<file path="config.mk">
export PLATFORM = sky130hd
export DESIGN_NAME = cmd_seq
export DESIGN_NICKNAME = d
export VERILOG_FILES = /design/src/rtl/cmd_seq.sv
export SDC_FILE = /design/constraint.sdc
export NUM_CORES = 1
export LEC_CHECK = 0
export BUFFER_PORTS_ARGS = -buffer_cell sky130_fd_sc_hd__buf_2
export CORE_MARGIN = 1.5
export CORE_UTILIZATION = 40
export DETAILED_ROUTE_END_ITERATION = 12
export PLACE_DENSITY_LB_ADDON = 0.1
export SYNTH_ARGS = -nofsm -noshare
export SYNTH_HDL_FRONTEND = slang
export SYNTH_SLANG_ARGS = --single-unit
</file>
<file path="constraint.sdc">
create_clock -name clk -period 4.37 [get_ports clk]
set_clock_uncertainty 0.1 [all_clocks]
set_input_delay 1.311 -clock clk [delete_from_list [all_inputs] [get_ports clk]]
set_output_delay 1.311 -clock clk [all_outputs]
set_load 0.005 [all_outputs]
</file>
<file path="src/rtl/cmd_seq.sv">
// Command sequencer: queues 16-bit commands and plays them one at a time to a
// RemoteComm link, waiting for send completion and an ACK byte per command.
module cmd_seq #(
  parameter int unsigned DEPTH      = 8,
  parameter logic [23:0] TMO_CYCLES = 24'd10_000_000,
  parameter logic [7:0]  ACK        = 8'hA5
) (
  input  logic        clk,
  input  logic        rst,
  input  logic        push,
  input  logic [15:0] push_cmd,
  input  logic        start,
  input  logic        abort,
  input  logic        clr_err,
  output logic [15:0] cmd,
  output logic        send_cmd,
  input  logic        cmd_sent,
  input  logic        resp_rdy,
  input  logic [7:0]  resp,
  output logic        full,
  output logic        empty,
  output logic        busy,
  output logic        done,
  output logic        err,
  output logic [1:0]  err_code,
  output logic        ovfl,
  output logic [7:0]  ack_cnt
);

  localparam int unsigned AW = $clog2(DEPTH);
  localparam int unsigned CW = AW + 1;

  typedef enum logic [2:0] {IDLE, LAUNCH, WAIT_SENT, WAIT_RESP, ERR} state_t;

  state_t        state, state_nxt;
  logic [15:0]   mem [DEPTH];
  logic [AW-1:0] wr_ptr, rd_ptr;
  logic [CW-1:0] count, count_nxt;
  logic [23:0]   tmo_cnt;
  logic          pop, flush, push_ok, tmo_hit, launch_entry;
  logic [15:0]   head_nxt;
  logic [1:0]    err_code_nxt;

  assign full  = (count == CW'(DEPTH));
  assign empty = (count == '0);

  // NOTE: every signal driven here gets a default first, so no latches appear.
  always_comb begin
    flush   = abort || (state == ERR && clr_err);
    pop     = (state == WAIT_RESP) && resp_rdy && (resp == ACK) && !abort;
    push_ok = push && !flush && (!full || pop);

    count_nxt = count;
    if (flush)                count_nxt = '0;
    else if (push_ok && !pop) count_nxt = count + CW'(1);
    else if (pop && !push_ok) count_nxt = count - CW'(1);

    // The budget spans WAIT_SENT and WAIT_RESP together, so use >= to catch
    // a command that entered WAIT_RESP on the last allowed cycle.
    tmo_hit = (tmo_cnt >= TMO_CYCLES - 24'd1);

    state_nxt    = state;
    err_code_nxt = err_code;
    case (state)
      IDLE:      if (start && !empty) state_nxt = LAUNCH;
      LAUNCH:    state_nxt = WAIT_SENT;
      WAIT_SENT: begin
        if (cmd_sent) begin
          state_nxt = WAIT_RESP;
        end else if (tmo_hit) begin
          state_nxt    = ERR;
          err_code_nxt = 2'b10;
        end
      end
      WAIT_RESP: begin
        if (resp_rdy) begin
          if (resp == ACK) begin
            state_nxt = (count_nxt == '0) ? IDLE : LAUNCH;
          end else begin
            state_nxt    = ERR;
            err_code_nxt = 2'b01;
          end
        end else if (tmo_hit) begin
          state_nxt    = ERR;
          err_code_nxt = 2'b10;
        end
      end
      ERR: begin
        if (clr_err) begin
          state_nxt    = IDLE;
          err_code_nxt = 2'b00;
        end
      end
      default:   state_nxt = IDLE;
    endcase

    if (abort) begin
      state_nxt    = IDLE;
      err_code_nxt = 2'b00;
    end

    launch_entry = (state_nxt == LAUNCH);
    // After a pop the next head is one slot on, unless a single entry is being
    // replaced by a word pushed this very cycle.
    if (pop) head_nxt = (count == CW'(1)) ? push_cmd : mem[rd_ptr + AW'(1)];
    else     head_nxt = mem[rd_ptr];
  end

  // NOTE: storage is left unreset; count and pointers alone define which entries are valid.
  always_ff @(posedge clk) begin
    if (push_ok) mem[wr_ptr] <= push_cmd;
  end

  always_ff @(posedge clk or posedge rst) begin
    if (rst) begin
      state    <= IDLE;
      count    <= '0;
      wr_ptr   <= '0;
      rd_ptr   <= '0;
      tmo_cnt  <= '0;
      cmd      <= 16'h0000;
      send_cmd <= 1'b0;
      done     <= 1'b0;
      busy     <= 1'b0;
      err      <= 1'b0;
      err_code <= 2'b00;
      ovfl     <= 1'b0;
      ack_cnt  <= 8'd0;
    end else begin
      state <= state_nxt;
      count <= count_nxt;

      if (flush) begin
        wr_ptr <= '0;
        rd_ptr <= '0;
      end else begin
        if (push_ok) wr_ptr <= wr_ptr + AW'(1);
        if (pop)     rd_ptr <= rd_ptr + AW'(1);
      end

      if (state == LAUNCH)                                 tmo_cnt <= '0;
      else if (state == WAIT_SENT || state == WAIT_RESP)   tmo_cnt <= tmo_cnt + 24'd1;

      if (launch_entry) cmd <= head_nxt;
      send_cmd <= launch_entry;
      done     <= pop && (count_nxt == '0);
      busy     <= (state_nxt != IDLE);
      err      <= (state_nxt == ERR);
      err_code <= err_code_nxt;

      if (!abort && state == ERR && clr_err)   ovfl <= 1'b0;
      else if (push && !flush && full && !pop) ovfl <= 1'b1;

      if (!abort && state == IDLE && start && !empty) ack_cnt <= 8'd0;
      else if (pop)                                   ack_cnt <= ack_cnt + 8'd1;
    end
  end

endmodule

</file>
## Yosys cells after proc, flatten, opt, wreduce, memory -nomap -nowiden

Memory sizes are Yosys's and may differ from the RTL's.
Index checks and enable logic that the tools add are counted.

- Flip-flop bits (word level): 68
- Bits in writable memories: 128
- Input bits: 32
- Output and inout bits: 33
- Word-level logic and storage cells: 103
- Memories: 1

- Add/sub/neg operators: 6
- $lt $le $gt $ge: 1
- Equality and inequality tests: 12
- Multiplexer cells: 33
- Reduce and logical (&&, ||, !) cells: 37

Memories:

| memory | words | bits a word | rd ports | clocked after Yosys merged registers in | write ports | line | RTL |
|---|---|---|---|---|---|---|---|
| mem | 8 | 16 | 2 | 0 | 1 | 36 | `logic [15:0] mem [DEPTH];` |

Operator list:

| cell | count |
|---|---|
| $mux 24 | 2 |
| $mux 3 | 11 |
| $mux 16 | 2 |
| $add 24x1->24 const B | 1 |
| $ge 24x24->1 const B | 1 |
| $logic_and 1x1->1 | 17 |
| $mux 8 | 2 |
| $pmux 3 s5 | 1 |
| $mux 2 | 6 |
| $mux 4 | 3 |
| $reduce_bool 2->1 | 5 |
| $add 8x1->8 const B | 1 |
| $eq 8x8->1 const B | 1 |
| $logic_not 4->1 | 2 |
| $add 3x1->3 const B | 2 |
| $eq 3x1->1 const B | 2 |
| $eq 3x2->1 const B | 2 |
| $eq 3x3->1 const B | 2 |
| $logic_not 1->1 | 6 |
| $ne 3x3->1 const B | 2 |
| $pmux 2 s3 | 1 |
| $mux 1 | 5 |
| $add 4x1->4 const B | 1 |
| $eq 4x1->1 const B | 1 |
| other kinds (8) | 10 |

## Depth between registers and ports, before layout

Gate-level depths: netlist of the first run.

- Depth in word-level cells: 18
- Mapped depth: 11
- Mapped depth without buffers: 9

## Worst setup path after synthesis of the first run

OpenSTA, ideal clock, no wires.

- Path kind: input -> register
- From: input port abort
- To: memory mem[0][0], enable pin
- Library setup time: 0.409 ns
- Data arrival time: 3.882 ns
- Required time: 3.861 ns
- Setup slack: -0.021 ns
- Stages on the path: 8
- Path buffers: 3
- Cell sequence: buf_4 and4bb_1 and4_1 buf_6 buf_2 o21ai_1 or3_1 nor3_1

- Longest elaborated chain between the ends: 6
- Elaborated cells on any way between the ends: 9
- Classes of those cells: mux (2); reduce/logical (7)

RTL lines:

| item | line | RTL |
|---|---|---|
| from (decl) | 13 | `input logic abort,` |
| $logic_or 1x1->1 / $logic_not 1->1 (equally long branches) | 49, 50 |  |
| $logic_not 1->1 / $logic_and 1x1->1 (equally long branches) | 51, 50 |  |
| $logic_and 1x1->1 / $logic_or 1x1->1 (equally long branches) | 51 | `push_ok = push && !flush && (!full \|\| pop);` |
| $logic_and 1x1->1 (*) | 51 |  |
| $mux 1 (*) | 111 | `if (push_ok) mem[wr_ptr] <= push_cmd;` |
| $mux 1 (implied by the code) (*) | 111 |  |
| to (decl) | 36 |  |

Mark *: on every way between the ends. The rest lies on a longest branch, timed or not.

## Worst setup path after layout of the first run

- From: input port resp[3]
- To: register cmd[11]

- Longest elaborated chain between the ends: 17
- Elaborated cells on any way between the ends: 20
- Classes of those cells: eq/ne (2); mux (9); reduce/logical (9)

RTL lines:

| item | line | RTL |
|---|---|---|
| from (decl) | 19 | `input logic [7:0] resp,` |
| $eq 8x8->1 (*) | 50, 77 |  |
| $logic_and 1x1->1 (2 in a row) | 50 | `pop = (state == WAIT_RESP) && resp_rdy && (resp == ACK) && !abort;` |
| $logic_or 1x1->1 | 51 |  |
| $logic_and 1x1->1 | 51 |  |
| $logic_not 1->1 | 56 | `else if (pop && !push_ok) count_nxt = count - CW'(1);` |
| $logic_and 1x1->1 | 56 |  |
| $mux 4 | 56 |  |
| $mux 4 | 55 | `else if (push_ok && !pop) count_nxt = count + CW'(1);` |
| $mux 4 | 54 | `if (flush) count_nxt = '0;` |
| $logic_not 4->1 | 78 | `state_nxt = (count_nxt == '0) ? IDLE : LAUNCH;` |
| $mux 1 | 78 |  |
| $mux 3 | 77 | `if (resp == ACK) begin` |
| $mux 3 | 76 | `if (resp_rdy) begin` |
| $pmux 3 s5 | 64 | `case (state)` |
| $mux 3 | 97 | `if (abort) begin` |
| $eq 3x1->1 | 102 | `launch_entry = (state_nxt == LAUNCH);` |
| to (signal assigned) | 144 | `if (launch_entry) cmd <= head_nxt;` |
| to (decl) | 15 | `output logic [15:0] cmd,` |

Marks and branches as above.
A chain may end at the register's enable or synchronous reset.

==> results.yml, run 1 <==
placed_design:
  dpl_cell_area_sq_um: 10400
  place_hpwl_mm: 13.7
  io_buffers: 64
  gp_congestion: 0.852
grt:
  grt_max_degree: 66
  busiest_layer: "met2"
  antenna_found_initial: 1
  overflow: 0
  use_met2_pct: 31.5
  grt_pass1_vias: 6099
  grtUsageMet1_pct: 24.0
  grt_pass1_wl_mm: 33.8
  grt_use_met3_pct: 2.97
  track_usage_pct: 18.4
routing:
  wl_per_cell_um: 19.9
  via_per_inst: 5.38
  routed_wl_mm: 21.1
  drtIter0Drc: 329
  vias: 5713
  drc: 0
  drt-pass1-iter-count: 5
  ant_nets: 0
cts:
  cts.repair.resized: 0
  hold_buffers: 0
  post-cts-setup-buffers: 0
  clock_latency_ps: 440
  cts_buffers: 17
  cts.sinks: 196
  cts.clk_slew.worst_paths_ps: 70
  cts_tree: "built"
  ctsLongestPathBuffers: 2
  ctsHtreeMaxLevel: 4
  root_buffer: "clkbuf_16"
timing:
  slew_headroom_pct: 30.6
  fmax_mhz: 288
  min_period_ps: 3470
  final_max_slew_viol_count: 0
  rsz0062_at_grt: "no"
  hold_ws_ps: 406
  tns_ps: 0
  finalSetupViolCount: 0
  final-hold-violation-count: 0
  worstMarginPinSlew_ps: 1040
  fin_crit_sh_pct: 79.4
floorplan:
  io_pins: 65
  die_w_um: 157
  rows: 56
  initial_core_util_pct: 40.7
  coreArea_sq_um: 23400
  die_area_sq_um: 24700
  die_h_um: 157
critical_path:
  worstPathRequired_ps: 4590
  criticalPathCategory: "input port to flip-flop"
  arrival_ps: 3690
  worstRegToRegCells: 8
  crit_path_start: "resp[3]"
  path_max_fanout: 17
  critPathCapture: "cmd[11]$_DFFE_PP0N_"
  rr_endpoint: "cmd[4]$_DFFE_PP0N_"
  rr_startpoint: "rd_ptr[0]$_DFFE_PP0P_"
  r2r_slack_ps: 1300
  startpoint_type: "input port"
  endpoint_kind: "flip-flop"
logic_synthesis:
  netlist-cell-type-count: 57
  synthesis.area_sq_um: 9530
  synth_edf_count: 128
  yosys_warnings: 0
  synth_flop_cell: "edfxtp_1"
  syn-num-nets: 692
  async_flop_share_pct: 34.7
  synth_area_per_cell_sq_um: 14.6
  synthCells: 653
  seq_area_frac_synth_pct: 58.2
  synth-seq-cells: 196
power:
  total_leakage_power_uw: 0.00407
  powerDensity_nw_per_um2: 386
  ir_drop_uv: 204
finish:
  layout-drive-gt1-share_pct: 30.0
  syn2layout_area_growth_pct: 15.5
  nets: 767
  layout_commonest_cell: "edfxtp_1"
  design_area_sq_um: 11000
  final_core_util_pct: 47.0
  final_cell_mix: "edfxtp_1 (128), nor2_1 (68), dfrtp_1 (67), mux4_2 (64), buf_2 (64)"
outcome:
  status: "complete, no violations"
hold_path:
  hold_path_depth: 1
  hold_path.class: "flip-flop to flip-flop"
flow_run:
  cap_violations: 0
==> cell type report <==
cell class                 count  area [sq um]
fill                        2085         12400
sequential                   196          5550
multi-input combinational    402          3770
timing repair buffer          93           576
clock buffer                  17           425
tap                          319           399
clock inverter                15           215
inverter                      18          67.6
antenna                        1          2.50
==> power breakdown <==
group	internal, uW	switching, uW	leakage [uW]
clock	930	755	0.000306
combinational	205	193	0.00171
sequential	2090	73.7	0.00206
total	3220	1020	0.00407
==> worst min path at each step <==
stage                              endpoint               startpoint  slack [ps]
finish                  cmd[11]$_DFFE_PP0N_      cmd[11]$_DFFE_PP0N_         410
global route            cmd[14]$_DFFE_PP0N_      cmd[14]$_DFFE_PP0N_         430
global placement    err_code[1]$_DFFE_PP0P_  err_code[1]$_DFFE_PP0P_         380
detailed placement      cmd[11]$_DFFE_PP0N_      cmd[11]$_DFFE_PP0N_         400
CTS                     cmd[11]$_DFFE_PP0N_      cmd[11]$_DFFE_PP0N_         410
floorplan            tmo_cnt[0]$_DFFE_PP0P_   tmo_cnt[0]$_DFFE_PP0P_         390
==> cells by family (layout without fill, tap and decap cells) <==
| family | count (synthesis) | in the layout | share of synthesized area, % |
|---|---|---|---|
| DFF | 196 | 196 | 58.2 |
| and+or+nand+nor | 166 | 166 | 8.70 |
| muxes | 120 | 120 | 21.7 |
| AOI/OAI and AO/OA | 85 | 85 | 5.71 |
| buffers and inverters | 55 | 143 | 2.56 |
| xor gates and xnor gates | 24 | 24 | 2.21 |
| adders and majority gates | 7 | 7 | 0.919 |
| other | 0 | 1 | 0 |
==> per-stage QoR <==
step	std cells	setup WS, ps	total power, uW
6_report	1061	900	4250
5_1_grt	1060	743	4400
4_1_cts	1060	884	4280
3_5_place_dp	1028	441	2600
3_3_place_gp	1028	465	2590
2_1_floorplan	653	162	2410
==> state kept, by name (all words and copies together) (netlist names) <==
signal and cells:
mem 128, err_code 2, send_cmd 1, rd_ptr 3
err 1, wr_ptr 3, ack_cnt 8, busy 1
state 3, ovfl 1, cmd 16, count 4
done 1, tmo_cnt 24
==> cell usage after synthesis (2+ instances only) <==
cell	instances	share of area, %
mux2_2	8	0.95
and2_1	4	0.26
edfxtp_1	128	40
nor2b_1	4	0.26
buf_4	2	0.16
a31oi_1	2	0.13
mux2_4	10	1.6
inv_1	18	0.71
xnor2_1	6	0.55
and3_1	8	0.53
ha_1	7	0.92
nand2_1	22	0.87
a21oi_1	34	1.8
mux2i_1	37	3.9
and4_1	3	0.28
a211oi_1	18	1.4
a22o_1	4	0.37
nand3_1	12	0.63
nor3b_1	2	0.16
nand4b_1	2	0.18
or3_1	9	0.59
clkbuf_1	22	0.87
o21ai_0	14	0.74
nand4_1	8	0.53
buf_1	6	0.24
mux4_2	64	15
nand2b_1	5	0.33
dfrtp_1	68	18
nor2_1	68	2.7
or4_1	3	0.24
nor3_1	7	0.37
xor2_1	18	1.7
buf_2	5	0.26
or2_2	2	0.13
==> critical path: stages <==
cell,delay [ps]
buf_2,100
nor4bb_1,420
and4_1,310
buf_4,200
o31ai_1,90
o211ai_1,300
a41oi_2,220
o21ai_4,190
buf_12,190
mux2_2,340
==> per-layer routing <==
| layer | part of all wire (%) | vias to the layer above |
|---|---|---|
| met2 | 50 | 117 |
| met1 | 45 | 2903 |
| met3 | 4.0 | 20 |
| met5 | 0 | - |
| li1 | - | 2673 |
| met4 | 1.2 | 0 |
Power figures use the tool's default switching activity.
==> run 2, diff against run 1 <==
clock period = 3.1 ns   (was 4.37 ns; I/O delays follow)
==> results.yml, run 2 (synthesized netlist as in run 1, its figures left out) <==
power:
  total_leakage_power_uw: 0.00416
  ir_drop_uv: 309
  powerDensity_nw_per_um2: 521
  fin_total_pwr_uw: 5860
cts:
  clock_latency_ps: 430
  cts.clk_slew.worst_paths_ps: 70
  cts.repair.resized: 0
  ctsHtreeMaxLevel: 4
  cts_tree: "built"
  cts.sinks: 196
  root_buffer: "clkbuf_16"
  post-cts-setup-buffers: 0
  ctsLongestPathBuffers: 2
  cts_buffers: 17
  hold_buffers: 0
timing:
  min_period_ps: 2930
  fmax_mhz: 342
  worstMarginPinSlew_ps: 1060
  slew_headroom_pct: 29.4
  finalSetupViolCount: 0
  fin_crit_sh_pct: 94.5
  final-hold-violation-count: 0
  tns_ps: 0
  final_max_slew_viol_count: 0
  rsz0062_at_grt: "no"
critical_path:
  critPathCapture: "cmd[11]$_DFFE_PP0N_"
  criticalPathCategory: "input port to flip-flop"
  rr_endpoint: "cmd[11]$_DFFE_PP0N_"
  endpoint_kind: "flip-flop"
  arrival_ps: 3140
  rr_startpoint: "count[0]$_DFF_PP0_"
  worstRegToRegCells: 10
  startpoint_type: "input port"
  worstPathRequired_ps: 3310
  r2r_slack_ps: 180
  crit_path_start: "resp[3]"
  path_max_fanout: 12
finish:
  n_fill_cell: 2072
  layout_commonest_cell: "edfxtp_1"
  nets: 782
  top_register: "mem"
  final_cell_mix: "edfxtp_1 (128), dfrtp_1 (67), mux4_2 (64), buf_2 (64), nor2_1 (62)"
  largest_reg_flops: 128
  layout-drive-gt1-share_pct: 32.5
  final-seq-area_sq_um: 5550
  syn2layout_area_growth_pct: 18.1
  multi_input_area_sq_um: 3840
  design_area_sq_um: 11300
  top_regs: "mem x128, tmo_cnt x24, cmd x16"
  final_core_util_pct: 48.1
routing:
  ant_nets: 0
  drt-pass1-iter-count: 4
  routed_wl_mm: 21.7
  vias: 5805
  wl_per_cell_um: 20.1
  drc: 0
  via_per_inst: 5.39
  drtIter0Drc: 324
grt:
  grt_pass1_wl_mm: 34.4
  track_usage_pct: 18.7
  overflow: 0
  antenna_found_initial: 2
  grt_max_degree: 66
  grt_pass1_vias: 6073
floorplan:
  rows: 56
  die_area_sq_um: 24700
  die_h_um: 157
  die_w_um: 157
  io_pins: 65
  coreArea_sq_um: 23400
  initial_core_util_pct: 40.7
placed_design:
  gp_congestion: 0.821
  place_hpwl_mm: 13.7
  io_buffers: 64
  dpl_cell_area_sq_um: 10600
hold_path:
  hold_path_depth: 1
  hp-start: "cmd[15]$_DFFE_PP0N_"
  hold_path.class: "flip-flop to flip-flop"
flow_run:
  cap_violations: 0
outcome:
  status: "complete, no violations"
[run 2: power by group]
group	leakage (uW)	internal (uW)	switching [uW]
registers	0.00206	2940	131
logic	0.00180	310	276
clock network	0.000291	1150	1050
[run 2: metrics by stage]
stage               setup slack (ps)  instances  hold WS [ps]
floorplan                       -228        653           386
global placement                -284       1043           390
detailed placement              -328       1043           393
CTS                              100       1075           409
global route                    14.6       1075           438
finish                           172       1076           403
[run 2: how the worst min path moves through the flow]
stage | slack [ps] | end
CTS | 410 | cmd[15]$_DFFE_PP0N_
finish | 400 | cmd[15]$_DFFE_PP0N_
detailed placement | 390 | cmd[15]$_DFFE_PP0N_
global placement | 390 | cmd[15]$_DFFE_PP0N_
floorplan | 390 | tmo_cnt[0]$_DFFE_PP0P_
global route | 440 | cmd[15]$_DFFE_PP0N_
[run 2: per-layer routing]
metal,share of wire [%],wire length [um],vias to the layer above,global-route usage (%)
met4,0.72,157,2,4.63
met3,3.6,791,15,2.84
met2,52,11200,103,33.0
met1,44,9540,2980,24.2
met5,0.046,10,-,0
li1,-,-,2705,-
[run 2: worst max-delay path: stages]
cell and delay (ps):
buf_2 110, nor4bb_4 310, and4_4 290, buf_4 180
o31ai_1 90, o211ai_1 250, a41oi_2 200, o21ai_4 240
buf_12 180, mux2_2 340
[run 2: cell type report]
type	count	area share [%]
repair buffers	108	7.12
flip-flops and latches	196	49.3
clock inverters	14	1.42
diodes	1	0.0222
well taps	319	3.55
multi-input cells	402	34.2
clock buffers	18	3.81
inverters	18	0.601
